===== src/rtl/d_cache_write_port_if.sv =====
// Shared types and the store-queue -> d-cache write request interface.
// The requester drives the "out" side; the cache responds on the "in" side.
package d_cache_pkg;
   typedef enum logic {
      READ  = 1'b0,
      WRITE = 1'b1
   } mem_action_t;

   typedef struct packed {
      logic        valid;
      logic [31:0] data;
   } cache_output_t;
endpackage

interface d_cache_input_ifc;
   import d_cache_pkg::*;

   logic        valid;
   mem_action_t mem_action;
   logic [31:0] addr;
   logic [31:0] addr_next;
   logic [31:0] data;

   modport in  (input  valid, mem_action, addr, addr_next, data);
   modport out (output valid, mem_action, addr, addr_next, data);
endinterface


===== src/rtl/d_cache_write_port.sv =====
// Write-through, no-allocate store port over a direct-mapped one-word-line array.
// Response 3 cycles after acceptance plus memory ack wait; requests are ignored while busy.
module d_cache_write_port
   import d_cache_pkg::*;
#(
   parameter int LINES = 16,
   parameter int IDX_W = $clog2(LINES)
) (
   input  logic                clk,
   input  logic                rst_n,
   d_cache_input_ifc.in        i_req,
   output cache_output_t       o_response,
   output logic                o_mem_valid,
   output logic [31:0]         o_mem_addr,
   output logic [31:0]         o_mem_data,
   input  logic                i_mem_ack,
   input  logic                i_fill_valid,
   input  logic [31:0]         i_fill_addr,
   input  logic [31:0]         i_fill_data,
   input  logic [31:0]         i_rd_addr,
   output logic                o_rd_hit,
   output logic [31:0]         o_rd_data,
   output logic                o_busy,
   output logic                o_protocol_error
);
   localparam int TAG_W = 32 - IDX_W - 2;

   typedef enum logic [1:0] {
      IDLE,
      LOOKUP,
      MEM_WRITE,
      RESPOND
   } state_t;

   state_t             state, state_nxt;
   logic               accept, read_err, lookup_hit;
   logic [31:0]        st_addr, st_data;
   logic [LINES-1:0]   line_vld;
   logic [TAG_W-1:0]   tag_q  [LINES];
   logic [31:0]        data_q [LINES];
   logic [IDX_W-1:0]   st_idx, fill_idx, rd_idx;
   logic [TAG_W-1:0]   st_tag, fill_tag, rd_tag;
   logic               unused_bits;

   assign st_idx   = st_addr[IDX_W+1:2];
   assign st_tag   = st_addr[31:IDX_W+2];
   assign fill_idx = i_fill_addr[IDX_W+1:2];
   assign fill_tag = i_fill_addr[31:IDX_W+2];
   assign rd_idx   = i_rd_addr[IDX_W+1:2];
   assign rd_tag   = i_rd_addr[31:IDX_W+2];

   assign unused_bits = ^{i_req.addr_next, i_req.addr[1:0], i_fill_addr[1:0], i_rd_addr[1:0]};

   always_comb begin
      state_nxt = state;
      accept    = 1'b0;
      read_err  = 1'b0;
      case (state)
         IDLE: begin
            if (i_req.valid) begin
               if (i_req.mem_action == WRITE) begin
                  accept    = 1'b1;
                  state_nxt = LOOKUP;
               end else begin
                  read_err  = 1'b1;
               end
            end
         end
         LOOKUP:    state_nxt = MEM_WRITE;
         MEM_WRITE: if (i_mem_ack) state_nxt = RESPOND;
         RESPOND:   state_nxt = IDLE;
         default:   state_nxt = IDLE;
      endcase
   end

   always_ff @(posedge clk) begin
      if (!rst_n) begin
         state            <= IDLE;
         st_addr          <= '0;
         st_data          <= '0;
         o_protocol_error <= 1'b0;
      end else begin
         state <= state_nxt;
         if (accept) begin
            st_addr <= {i_req.addr[31:2], 2'b00};
            st_data <= i_req.data;
         end
         if (read_err) o_protocol_error <= 1'b1;
      end
   end

   assign lookup_hit = (state == LOOKUP) && line_vld[st_idx] && (tag_q[st_idx] == st_tag);

   always_ff @(posedge clk) begin
      if (!rst_n) begin
         line_vld <= '0;
      end else if (i_fill_valid) begin
         line_vld[fill_idx] <= 1'b1;
      end
   end

   // The committed store is younger than a same-cycle fill, so its data write comes last.
   always_ff @(posedge clk) begin
      if (i_fill_valid) begin
         tag_q[fill_idx]  <= fill_tag;
         data_q[fill_idx] <= i_fill_data;
      end
      if (lookup_hit) begin
         data_q[st_idx] <= st_data;
      end
   end

   assign o_rd_hit  = line_vld[rd_idx] && (tag_q[rd_idx] == rd_tag);
   assign o_rd_data = o_rd_hit ? data_q[rd_idx] : '0;

   assign o_mem_valid       = (state == MEM_WRITE);
   assign o_mem_addr        = st_addr;
   assign o_mem_data        = st_data;
   assign o_response.valid  = (state == RESPOND);
   assign o_response.data   = (state == RESPOND) ? st_data : '0;
   assign o_busy            = (state != IDLE);
endmodule


===== src/flat_wrapper.sv =====
// flat-port wrapper written by rule: the top's interface ports become plain ports
module d_cache_write_port_flat import d_cache_pkg::*;
#(
   parameter int LINES = 16,
   parameter int IDX_W = $clog2(LINES)
)
  (clk, rst_n, o_response, o_mem_valid, o_mem_addr, o_mem_data, i_mem_ack, i_fill_valid, i_fill_addr, i_fill_data, i_rd_addr, o_rd_hit, o_rd_data, o_busy, o_protocol_error, i_req_valid, i_req_mem_action, i_req_addr, i_req_addr_next, i_req_data);
  d_cache_input_ifc i_req_i ();
  input  logic clk;
  input  logic rst_n;
  output cache_output_t o_response;
  output logic o_mem_valid;
  output logic [31:0] o_mem_addr;
  output logic [31:0] o_mem_data;
  input  logic i_mem_ack;
  input  logic i_fill_valid;
  input  logic [31:0] i_fill_addr;
  input  logic [31:0] i_fill_data;
  input  logic [31:0] i_rd_addr;
  output logic o_rd_hit;
  output logic [31:0] o_rd_data;
  output logic o_busy;
  output logic o_protocol_error;
  input wire logic [$bits(i_req_i.valid)-1:0] i_req_valid;
  input wire logic [$bits(i_req_i.mem_action)-1:0] i_req_mem_action;
  input wire logic [$bits(i_req_i.addr)-1:0] i_req_addr;
  input wire logic [$bits(i_req_i.addr_next)-1:0] i_req_addr_next;
  input wire logic [$bits(i_req_i.data)-1:0] i_req_data;
  assign i_req_i.valid = i_req_valid;
  assign i_req_i.mem_action = i_req_mem_action;
  assign i_req_i.addr = i_req_addr;
  assign i_req_i.addr_next = i_req_addr_next;
  assign i_req_i.data = i_req_data;
  d_cache_write_port #(.LINES(LINES), .IDX_W(IDX_W)) u_core (.clk(clk), .rst_n(rst_n), .i_req(i_req_i), .o_response(o_response), .o_mem_valid(o_mem_valid), .o_mem_addr(o_mem_addr), .o_mem_data(o_mem_data), .i_mem_ack(i_mem_ack), .i_fill_valid(i_fill_valid), .i_fill_addr(i_fill_addr), .i_fill_data(i_fill_data), .i_rd_addr(i_rd_addr), .o_rd_hit(o_rd_hit), .o_rd_data(o_rd_data), .o_busy(o_busy), .o_protocol_error(o_protocol_error));
endmodule

===== config.mk =====
export PLATFORM = sky130hd
export DESIGN_NAME = d_cache_write_port_flat
export DESIGN_NICKNAME = d
export VERILOG_FILES = /design/src/rtl/d_cache_write_port_if.sv /design/src/rtl/d_cache_write_port.sv /design/src/flat_wrapper.sv
export SDC_FILE = /design/constraint.sdc
export NUM_CORES = 1
export LEC_CHECK = 0
export CAP_MARGIN = 40
export CORE_UTILIZATION = 43
export CTS_BUF_LIST = sky130_fd_sc_hd__clkbuf_16
export CTS_CLUSTER_SIZE = 25
export DETAILED_ROUTE_END_ITERATION = 7
export GPL_ROUTABILITY_DRIVEN = 1
export GPL_TIMING_DRIVEN = 0
export PLACE_DENSITY_LB_ADDON = 0.08
export REMOVE_ABC_BUFFERS = 1
export SLEW_MARGIN = 10
export SYNTH_ARGS = -nofsm -noshare
export SYNTH_HDL_FRONTEND = slang
export SYNTH_SLANG_ARGS = --single-unit

===== constraint.sdc =====
create_clock -name clk -period 5.4 [get_ports clk]
set_input_delay 0.81 -clock clk [delete_from_list [all_inputs] [get_ports clk]]
set_output_delay 0.81 -clock clk [all_outputs]
set_load 0.01 [all_outputs]

; ---- Yosys cells after proc, flatten, opt, wreduce, memory -nomap -nowiden
; Memories as Yosys holds them, arrays and structs flattened. A register that Yosys moved wholly into a read port is not among the register bits.
; Cells that the tools add are included.
[word_totals]
ff_bits = 81
ram_bits = 928
in_bits = 198
output_inout_bits = 133
word_cells = 51
mem_count = 2
[classes]
magnitude_cmp = 4
n_eq_ne = 8
mux = 24
bitwise_logic = 1
n_reduce_logical = 7
[mem_list]
columns = memory, words, width, read_ports, rd_clocked_by_memory_dff, write_ports, line
row1 = u_core.data_q, 16, 32, 1, 0, 2, d_cache_write_port.sv:40  ; logic [31:0] data_q [LINES];
row2 = u_core.tag_q, 16, 26, 2, 1, 1, d_cache_write_port.sv:39  ; logic [TAG_W-1:0] tag_q [LINES];
[ops]
columns = cell, count
row1 = 2-to-1 mux 32 bit, 2
row2 = equality test 26 bit, 2
row3 = OR 16 bit, 1
row4 = "less-than comparator 4 x 5 -> 1 bit, second input constant", 3
row5 = 2-to-1 mux 1 bit, 13
row6 = binary-select mux 1 bit (select 4 bit), 2
row7 = 2-to-1 mux 4 bit, 2
row8 = case mux 2 bit (4 select lines), 1
row9 = 2-to-1 mux 2 bit, 3
row10 = demux 1 bit (select 4 bit), 1
row11 = "equality test 2 bit, second input constant", 2
row12 = ">= comparator 4 x 1 -> 1 bit, second input constant", 1
row13 = logical AND 1 bit, 4
row14 = "!= test 2 bit, second input constant", 2
row15 = AND reduction 3 bit, 1
row16 = "equality test 2 x 1 -> 1 bit, second input constant", 1
row17 = logical NOT 2 bit, 1
row18 = "!= test 2 x 1 -> 1 bit, second input constant", 1
row19 = nonzero test 2 bit, 1

; ---- Longest topological paths before layout
[logic_depth]
ltp_word = 6
ltp_mapped = 15
depth_no_buf = 8

; ---- Worst setup path before layout
; No wires, ideal clock.
[synth_path]
kind = input port to output port
from = input i_rd_addr[2]
to = output o_rd_data[22]
t_arrival_ns = 3.899
required_ns = 4.590
setup_slack_ns = 0.691
stages = 9
path_buffers = 3
cell_sequence = clkbuf_1 > buf_1 > mux4_2 > mux4_2 > xnor2_1 > nand4_1 > nor4_1 > clkbuf_1 > and3_1
[synth_via]
elab_chain_len = 4
word_cells_on_any_way = 7
classes_between = eq/ne (1) / mux (3) / reduce/logical (1) / memory (2)
[synth_rtl]
columns = item, line
row1 = start: declaration, flat_wrapper.sv:19  ; input logic [31:0] i_rd_addr;
row2 = memory read (16 x 26 bit) or binary-select mux 1 bit (select 4 bit) (tied branches), n/a
row3 = equality test 26 bit or 2-to-1 mux 1 bit (tied branches), d_cache_write_port.sv:113  ; assign o_rd_hit = line_vld[rd_idx] && (tag_q[rd_idx] == rd_tag);
row4 = logical AND 1 bit, d_cache_write_port.sv:113
row5 = 2-to-1 mux 32 bit *, d_cache_write_port.sv:114  ; assign o_rd_data = o_rd_hit ? data_q[rd_idx] : '0;
row6 = end: declaration, flat_wrapper.sv:21  ; output logic [31:0] o_rd_data;
; Mark *: on every way between the ends. The rest lies on a longest branch, timed or not. The select of a mux whose other input is x is not followed.

; ---- Worst setup path after layout
[layout_path]
from = input i_rd_addr[2]
to = output o_rd_data[19]
; The elaborated chain is that of the path after synthesis.

==> results.toml <==
[timing]
finalHoldViolations = 0
slew_headroom_pct = 39.8
finalMaxSlewViolations = 0
achievable-frequency_mhz = 187
timing.clock.skew_ns = 0.0238
layout_min_cycle_time_ns = 5.36
period_share_pct = 99.2
rsz0062_at_grt = "false"
report.final.setup_viol = 0
finalHoldWorstSlack_ns = 0.460
worst_slew_pin_slew_ns = 0.900

[critical_path]
worst_setup_path_startpoint = "i_rd_addr[2]"
worstSetupEndpointType = "output port"
cpLargestDelayFamily = "buffers and inverters"
critPathMostFrequentCell = "buf_16"
timing_worst_setup_path_type = "in -> out"
path_max_fanout = 8
critical_path.n_buffers_inverters = 7
start_kind = "primary input"
path_cells = "buf_16, buf_16, buf_12, buf_16, mux4_2, mux4_2, xnor2_2, nand4_1, nor4_4, buf_4, buf_4, and3_1, clkdlybuf4s50_1"
critical-path-max-stage-delay_ns = 0.57
worst_path_max_delay_cell = "clkdlybuf4s50_1"
crit_required_ns = 4.59
cp.arrival_ns = 4.55

[synthesis]
total_standard_cell_area_after_synthesis_mm2 = 0.0511
ys_seq_area_share_pct = 57.9
main_combinational_cell_family_by_area_after_synthesis = "multiplexers"
ys_async_sr_fraction_pct = 0
synth_seq_cells = 1013
compound_cell_area_share_of_the_yosys_netlist_pct = 2.41
synth.largest_area_cell = "edfxtp_1"
synth_adder_area_share_pct = 0.0980
postSynthCellCount = 2854
syn_area_per_cell_um2 = 17.9
synth_area_leaders = "edfxtp_1 (55%), mux4_2 (16%), mux2_4 (8.5%), mux2_2 (5.4%), dfxtp_1 (3.3%)"
synthMostInstantiatedCell = "edfxtp_1"
synth_enable_flop_cells = 928
synth_xor_xnor_area_share_pct = 0.806
synth_top_area_share_pct = 54.6
synth_top_cells_by_count = "edfxtp_1 (928), mux4_2 (369), mux2_4 (290)"
synth_flop_cell = "edfxtp_1"
yosysWarningCount = 0
synth_simple_gate_area_share_pct = 4.00
muxShareOfSynthArea_pct = 32.0
synthDistinctLibCells = 65

[layout]
layout-drive-gt1-share_pct = 41.3
fill_cells = 9356
finish.net_count = 3397
area_growth_syn_to_layout_pct = 21.8
postLayoutCoreUtil_pct = 52.8

[grt]
grt_max_degree = 53
globalRouteOverflowTotal = 0
number_of_antenna_violations_at_the_first_check_in_global_routing = 9
gr-usage-all-layers_pct = 26.8
grt_pass1_wl_um = 227000
number_of_global_route_vias_before_repair = 30481

[detailed_routing]
initial_drc_count = 2553
drt-vias-per-instance = 6.08
routed_wl_um = 161000
detailedRoute.firstPassIterationCount = 5
antenna_left = 0
post_route_drc = 0
vias = 29391
post_drt_wl_per_cell_um = 33.4

[cts]
cts.sinks = 1013
clock_tree_buffer_depth = 3
clock_tree.htree_level_count = 3
insertion_delay_ns = 0.71
cts-buffers-inserted = 114
cts_hold_buf = 0
clk_root_buffer_cell = "clkbuf_16"
tritoncts = "yes"
cts.reportedPaths.clkPinSlew_ns = 0.06

[die]
ioPinCount = 331
die_height_um = 347
die_w_um = 347
floorplan.core_area_mm2 = 0.118
fp.dieArea_mm2 = 0.120
floorplan.rows = 126
effective_utilization_at_floorplan_pct = 43.3

[worst_hold_path]
holdCritStartpoint = "u_core.o_protocol_error"
timing.hold.worst.class = "reg -> reg"

[placed_design]
placed_wire_length_estimate_after_detailed_placement_um = 102000
numPortBuffers = 290
gp_routability_congestion = 0.784

[power]
power_density_mw_per_mm2 = 308
irDropWorstVdd_mv = 0.267
power_leakage_nw = 22.0
p_total_mw = 19.2

[status]
run_status = "finished clean"

[run]
drv_cap = 0
==> worst reg2reg max path, delay by kind of cell (launching register included) <==
family | cells | cell delay, ns
buf+inv | 5 | 1.31
simple gates | 2 | 1.11
compound gates | 3 | 0.95
mux | 2 | 0.90
flops | 1 | 0.64
==> placed cells by master (no fill, tap or decap), drive strengths merged, types with 14 or more instances in the layout <==
| cell type | n |
|---|---|
| edfxtp | 928 |
| mux2 | 536 |
| mux4 | 370 |
| clkdlybuf4s50 | 256 |
| buf | 193 |
| nand2 | 145 |
| clkbuf | 115 |
| mux2i | 88 |
| dfxtp | 85 |
| a21boi | 63 |
| clkinv | 52 |
| inv | 46 |
| xnor2 | 38 |
| and3 | 37 |
| and2 | 36 |
| nand4 | 28 |
| nor2 | 22 |
| dlygate4sd2 | 21 |
| nor4 | 20 |
| o21ai | 18 |
| o21a | 17 |
| nor2b | 15 |
| nand3 | 14 |
==> registers in the layout, summed over array words and instances, names as in the netlist, named ones only <==
signal	flops
u_core.tag_q	416
u_core.o_mem_data	32
u_core.data_q	512
u_core.o_protocol_error	1
u_core.line_vld	16
u_core.state	2
u_core.o_mem_addr	30
==> report_power, final <==
group | total (mW) | switching, mW | internal, mW
logic | 2.46 | 1.21 | 1.25
clock network | 7.65 | 3.23 | 4.42
registers | 9.07 | 0.299 | 8.77
==> cell type report <==
class	instances	area, um^2	area share, %
sequential	1013	29600	47.6
multi-input combinational	1568	20600	33.2
timing repair buffer	489	6360	10.2
clock buffer	115	2880	4.63
tap	1536	1920	3.09
clock inverter	103	793	1.28
inverter	9	36.3	0.0583
antenna	1	2.50	0.00402
==> what timing repair did <==
action	4_1_cts	5_1_grt
cloned	16	0
setup endpoints to repair	846	24
resized for setup	68	13
pin swaps	8	3
endpoints found under the hold margin	0	0
setup buffers	29	2
==> worst paths after layout <==
path                              to  slack (ns)  cells past startpoint
max                    o_rd_data[19]        0.04                     13
max reg2reg     u_core.data_q[12][7]        0.16                     12
min reg2reg  u_core.o_protocol_error        0.46                      1
min          u_core.o_protocol_error        0.46                      1
==> stage by stage <==
step           std cells  TNS (ns)  area (um^2)  setup slack [ns]
6_report            4834         0        62200            0.0421
2_1_floorplan       2590  -3081.14        49700             -4.16
3_3_place_gp        4416         -        54500            -23.63
4_1_cts             4826    -0.129        62100           -0.0225
3_5_place_dp        4563   -251.44        57400             -1.89
5_1_grt             4834         0        62200            0.0108
==> layer usage <==
layer / up-vias / global-route usage, % / wire length [um]
met5: - / 0 / 73
met4: 12 / 7.29 / 4350
met3: 269 / 3.82 / 8640
met2: 1070 / 47.2 / 83800
met1: 15717 / 34.4 / 64500
li1: 12323 / - / -
==> logic make-up after synthesis <==
kind of cell / after synthesis
flops: 1013
mux: 994
simple gates: 353
buf+inv: 274
compound gates: 168
xor+xnor: 47
fa+ha+maj: 4
other cells: 1
(Power assumes the default switching activity.)
